### src/rtl/mips_store_unit.sv
// rtl/mips_store_unit.sv - MIPS SB/SH/SW/SWL/SWR store unit driving an Avalon-style write port.
// Optional macro STORE_ALIGN_FAULT_EN: misaligned SH/SW fault instead of being forced aligned.
module mips_store_unit #(
  parameter int TIMEOUT = 64,
  parameter int CNT_W   = 7
) (
  input  logic        clk,
  input  logic        reset,
  input  logic        req_valid,
  output logic        req_ready,
  input  logic [2:0]  req_op,
  input  logic [31:0] req_addr,
  input  logic [31:0] req_data,
  output logic [31:0] address,
  output logic        write,
  input  logic        waitrequest,
  output logic [31:0] writedata,
  output logic [3:0]  byteenable,
  output logic        done,
  output logic        fault
);

  typedef enum logic {IDLE, WRITE} state_t;

  state_t            state;
  state_t            state_next;
  logic [CNT_W-1:0]  cnt;
  logic [31:0]       address_q;
  logic [31:0]       writedata_q;
  logic [3:0]        byteenable_q;
  logic              done_q;
  logic              fault_q;

  logic [1:0]        k;
  logic [1:0]        k_half;
  logic [3:0]        lane_be;
  logic [31:0]       lane_data;
  logic              lane_ok;
  logic              take;
  logic              accept;
  logic              expire;

  assign k      = req_addr[1:0];
  assign k_half = {req_addr[1], 1'b0};

  // Lane steering for the incoming request; lane_ok=0 means reject with fault.
  always_comb begin
    lane_be   = 4'b0000;
    lane_data = req_data;
    lane_ok   = 1'b1;
    case (req_op)
      3'b000: begin
        lane_be   = 4'b0001 << k;
        lane_data = {4{req_data[7:0]}};
      end
      3'b001: begin
`ifdef STORE_ALIGN_FAULT_EN
        lane_ok   = ~req_addr[0];
`endif
        lane_be   = 4'b0011 << k_half;
        lane_data = {2{req_data[15:0]}};
      end
      3'b010: begin
`ifdef STORE_ALIGN_FAULT_EN
        lane_ok   = (k == 2'b00);
`endif
        lane_be   = 4'b1111;
        lane_data = req_data;
      end
      3'b011: begin
        lane_be   = 4'((5'b00010 << k) - 5'd1);
        lane_data = req_data >> {2'(2'd3 - k), 3'b000};
      end
      3'b100: begin
        lane_be   = 4'b1111 << k;
        lane_data = req_data << {k, 3'b000};
      end
      default: lane_ok = 1'b0;
    endcase
  end

  assign take   = (state == IDLE) && req_valid;
  assign accept = (state == WRITE) && !waitrequest;
  // Accept is checked first by construction: expire requires waitrequest=1.
  assign expire = (state == WRITE) && waitrequest && (TIMEOUT > 0) &&
                  (cnt == CNT_W'(TIMEOUT - 1));

  always_ff @(posedge clk) begin
    if (reset) begin
      state        <= IDLE;
      cnt          <= '0;
      address_q    <= '0;
      writedata_q  <= '0;
      byteenable_q <= '0;
      done_q       <= 1'b0;
      fault_q      <= 1'b0;
    end else begin
      state   <= state_next;
      done_q  <= accept;
      fault_q <= (take && !lane_ok) || expire;
      if (take && lane_ok) begin
        address_q    <= {req_addr[31:2], 2'b00};
        writedata_q  <= lane_data;
        byteenable_q <= lane_be;
        cnt          <= '0;
      end else if ((state == WRITE) && waitrequest) begin
        cnt <= cnt + 1'b1;
      end
    end
  end

  always_comb begin
    state_next = state;
    case (state)
      IDLE:    if (take && lane_ok) state_next = WRITE;
      WRITE:   if (accept || expire) state_next = IDLE;
      default: state_next = IDLE;
    endcase
  end

  always_comb begin
    req_ready  = (state == IDLE);
    write      = (state == WRITE);
    address    = address_q;
    writedata  = writedata_q;
    byteenable = byteenable_q;
    done       = done_q;
    fault      = fault_q;
  end

endmodule

### config.mk
export PLATFORM = sky130hd
export DESIGN_NAME = mips_store_unit
export DESIGN_NICKNAME = d
export VERILOG_FILES = /design/src/rtl/mips_store_unit.sv
export SDC_FILE = /design/constraint.sdc
export NUM_CORES = 1
export LEC_CHECK = 0
export BUFFER_PORTS_ARGS = -buffer_cell sky130_fd_sc_hd__clkbuf_2
export CAP_MARGIN = 10
export CELL_PAD_IN_SITES_DETAIL_PLACEMENT = 0
export CELL_PAD_IN_SITES_GLOBAL_PLACEMENT = 1
export CORE_AREA = 2 2 113 126
export CTS_BUF_LIST = sky130_fd_sc_hd__clkbuf_4 sky130_fd_sc_hd__clkbuf_8
export DETAILED_ROUTE_END_ITERATION = 8
export DIE_AREA = 0 0 115 128
export HOLD_SLACK_MARGIN = 0.1
export PLACE_DENSITY = 0.71
export SLEW_MARGIN = 20
export SYNTH_ARGS = -nofsm -noshare
export SYNTH_HDL_FRONTEND = slang
export SYNTH_SLANG_ARGS = --single-unit
### constraint.sdc
create_clock -name clk -period 1.95 [get_ports clk]
set_input_delay 0.195 -clock clk [delete_from_list [all_inputs] [get_ports clk]]
set_output_delay 0.195 -clock clk [all_outputs]
set_load 0.01 [all_outputs]
Word level (Yosys, flattened, before mapping)
Index checks and enable logic that the tools add are counted.

Add/sub/neg operators: 3. Equal/unequal tests: 5. Shift operators: 6. Mux-type cells: 6. Bitwise gates (word level): 1. Reduce and logical (&&, ||, !) cells: 13.

Operator list (number): one-hot mux 32 bit (4 select lines) (1); left shift 32 x 5 -> 32 bit (1); right shift 32 x 5 -> 32 bit (1); one-hot mux 4 bit (5 select lines) (1); left shift 2 x 2 -> 4 bit, first input constant (2); adder 7 x 1 -> 7 bit, second input constant (1); == test 7 x 6 -> 1 bit, second input constant (1); == test 3 x 2 -> 1 bit, second input constant (2); logical AND 1 bit (6); OR reduction 5 bit (1); left shift 1 x 2 -> 4 bit, first input constant (1); left shift 4 x 2 -> 4 bit, first input constant (1); subtractor 4 x 1 -> 4 bit, second input constant (1); == test 3 x 1 -> 1 bit, second input constant (1); == test 3 bit, second input constant (1); logical NOT 3 bit (1); 2-to-1 mux 1 bit (3); logical NOT 1 bit (2); logical OR 1 bit (2); one-hot mux 1 bit (2 select lines) (1); OR reduction 2 bit (1); subtractor 2 bit, first input constant (1); inverter 1 bit (1).

Register bits after elaboration: 76. Output and inout port bits: 72. Word-level logic and storage cells: 41.

Logic depth before layout (Yosys ltp)
Depth after elaboration: 6. Depth in mapped cells: 7. Depth with buffers taken out: 5.

Worst setup path before layout
OpenSTA, ideal clock, no wires.

Path kind: input -> register. From: in req_op[0]. To: reg writedata_q[24], in the netlist writedata[24]. Library setup time: 0.134 ns. Arrival time: 1.394 ns. Required time: 1.816 ns. Path slack: 0.422 ns. Stages: 5. Path buffers: 1. Path through: buf_2 > mux2i_1 > nand2_2 > a221oi_1 > a211oi_1.

Cells in the longest elaborated chain, start to end: 4. Elaborated cells between the ends (all ways): 9. Those cells by class: eq/ne (4); mux (2); reduce/logical (3).

RTL lines: start, declared (line 11) `input logic [2:0] req_op,`; == test 3 bit (tied with other cells) (line 51) `case (req_op)`; OR reduction 5 bit (no line); 2-to-1 mux 1 bit (line 51); logical AND 1 bit (line 101) `if (take && lane_ok) begin`; end signal, assigned (line 103) `writedata_q <= lane_data;`; end, declared (line 29) `logic [31:0] writedata_q;`.

Parallel ways exist; a longest one is shown, timed or not. A chain may end at the register's enable or synchronous reset.

Worst setup path after layout
From: reg state, in the netlist write. To: reg writedata_q[26], in the netlist writedata[26].

Cells in the longest elaborated chain, start to end: 3.

RTL lines: start, declared (line 25) `state_t state;`; start signal, assigned (line 98) `state <= state_next;`; inverter 1 bit; logical AND 1 bit (line 82) `assign take = (state == IDLE) && req_valid;`; logical AND 1 bit (line 101).

Every way passes these cells.

==> out/metrics.cfg <==
[sta]
tightest_slew_ns = 0.886
fin_hold_ws_ns = 0.141
rsz0062_at_grt = false
slew_violations = 0
finClkSkew_ns = 0.00976
slew_headroom = 0.407
finalCriticalPeriod_ns = 1.66
period_share = 0.852
tns_ns = 0
finalSetupViolCount = 0
hold_viol_final = 0
max_freq_ghz = 0.602

[clock_tree]
htreeDepth = 3
insertion_delay_ns = 0.37
cts_root_buffer = clkbuf_8
cts_buffer_depth = 2
cts_tree = done
post_cts_buffers = 0
numCtsBuffers = 9
cts_sinks = 76
path_clk_slew_ns = 0.08

[power]
powerDensity_nw_per_um2 = 680
peakVddDrop_uv = 306
p_leak_nw = 2.49

[detailed_routing]
wirelength_um = 15100
wl_per_cell_um = 17.3
drtPass1Iterations = 5
antenna_left = 0
via_count = 4719
vias_per_cell = 5.42
drc = 0
drtIter0Drc = 331

[setup_path]
cp.required_ns = 2.19
r2r_start = write$_SDFF_PP0_
cp-start-kind = register
reg2reg_depth = 5
startpoint = write$_SDFF_PP0_
crit_fanout = 42
worstPathArrival_ns = 1.91
endpoint_kind = register
crit_type = reg -> reg

[floorplanning]
start_util = 0.323
pin_count = 143
rows = 45
die_width_um = 115
coreArea_um2 = 13500
dieArea_um2 = 14700
die_h_um = 128

[final_layout]
fin_util = 0.426
nets = 775
area_delta_synth_final_pct = 31.9
drive_above_1_share = 0.290
fin_cells = 871
diodes = 0
finalInstanceArea_um2 = 5760

[synth]
synthFlopType = dfxtp_1
yosysWarnings = 0
ys_ff_latch = 76
yosysSeqAreaShare = 0.348
synth_area_um2 = 4370
synthDistinctLibCells = 48
avgSynthCellArea_um2 = 7.99
synth_edf_count = 0
syn-instance-count = 547
ys_async_sr_fraction = 0

[min_path]
worstHoldPathCells = 2
hp-class = in -> reg
min_from = reset

[placed_design]
dp_cells = 825
port_buffers = 140
placed_cell_area_um2 = 5250
place_hpwl_um = 10800
routabilityCongestion = 0.865

[grt]
grt_pass1_vias = 4345
grt_max_degree = 46
antenna_found_initial = 0
grt-ovfl-total = 0
grtUsageTotal = 0.204
grt_pass1_wl_um = 23300

[run_status]
status = finished, final reports clean

[job]
maxCapViolCount = 0

[per-layer routing]
metal  vias to the layer above  global-route usage  routed length (µm)
met1                      2198               0.281                6720
li1                       2288                   -                   -
met4                         0              0.0999                 421
met5                         -                   0                   0
met2                       201               0.303                6820
met3                        32              0.0392                1110
[flip-flops by register name (all words and copies together) (netlist names)]
| register | flops |
|---|---|
| writedata | 32 |
| address | 30 |
| cnt | 7 |
| byteenable | 4 |
| done | 1 |
| fault | 1 |
| write | 1 |
[final cells by class]
cell class                 count  area [µm²]
sequential                    76        1520
fill                        1401        7750
clock buffer                  12         159
timing repair buffer         194        1230
clock inverter                 3        46.3
inverter                      26        97.6
multi-input combinational    396        2500
tap                          164         205
[worst max-delay path: stages, from the launching register on]
cell and delay [ns]:
dfxtp_1 0.36, nor2b_1 0.29, nand2_2 0.14, buf_12 0.20, a221oi_1 0.38, a211oi_1 0.13
[path summary, 6_finish.rpt]
kind                                end  slack (ns)
min                     done$_SDFF_PP0_        0.14
min reg2reg    address[30]$_SDFFE_PP0P_        0.46
max reg2reg  writedata[26]$_SDFFE_PP0P_        0.29
max          writedata[26]$_SDFFE_PP0P_        0.29
[power by group]
group / internal [W] / switching [W]
clock network: 0.000671 / 0.000610
logic: 0.000397 / 0.000538
registers: 0.00165 / 0.0000524
total: 0.00272 / 0.00120
[cell usage after synthesis, types with 9 or more instances]
cell,count,share of area
a211oi_1,19,0.033
a21oi_1,34,0.039
a221oi_1,24,0.048
buf_2,20,0.023
clkbuf_1,20,0.017
dfxtp_1,76,0.35
inv_1,26,0.022
mux2_2,18,0.046
mux2i_1,28,0.064
nand2_1,90,0.077
nand3_1,10,0.011
nor2_1,43,0.037
o211ai_1,9,0.015
o21ai_0,33,0.038
[layout by cell type (no fill, tap or decap), drive strengths merged, types with 3 or more instances in the layout]
cell | synthesis | routed
a221o | 8 | 8
nand3 | 10 | 10
o32ai | 7 | 7
mux2i | 28 | 28
xor2 | 4 | 4
a31oi | 8 | 8
nand3b | 8 | 8
o41ai | 8 | 8
o22ai | 8 | 8
a221oi | 24 | 24
dfxtp | 76 | 76
nand4 | 4 | 4
nand2b | 3 | 3
o21ai | 34 | 34
mux2 | 18 | 18
nand2 | 91 | 91
a21oi | 35 | 35
buf | 30 | 23
o211ai | 9 | 9
inv | 26 | 26
dlygate4sd3 | 0 | 31
clkbuf | 20 | 152
nor3 | 3 | 3
a211oi | 19 | 19
nor2 | 45 | 45
[through the flow]
stage | setup slack, ns | power [W]
final | 0.288 | 0.00392
after global routing | 0.207 | 0.00413
after CTS | 0.308 | 0.00398
after detailed placement | 0.0848 | 0.00262
after global placement | 0.139 | 0.00261
after floorplan | 0.422 | 0.00226
[kinds of logic (layout without fill, tap and decap cells)]
family,Yosys count,count (layout),share of synthesized area
mux,46,46,0.111
flops,76,76,0.348
fa+ha+maj,1,1,0.00286
other cells,1,2,0.000859
simple gates,174,174,0.178
compound gates,167,167,0.264
xor+xnor,6,6,0.0120
buf+inv,76,235,0.0831
[timing repair]
action	4_1_cts	5_1_grt
endpoints found under the hold margin	31	0
gates resized for setup	0	0
hold buffers	31	0
(Power assumes the default switching activity.)
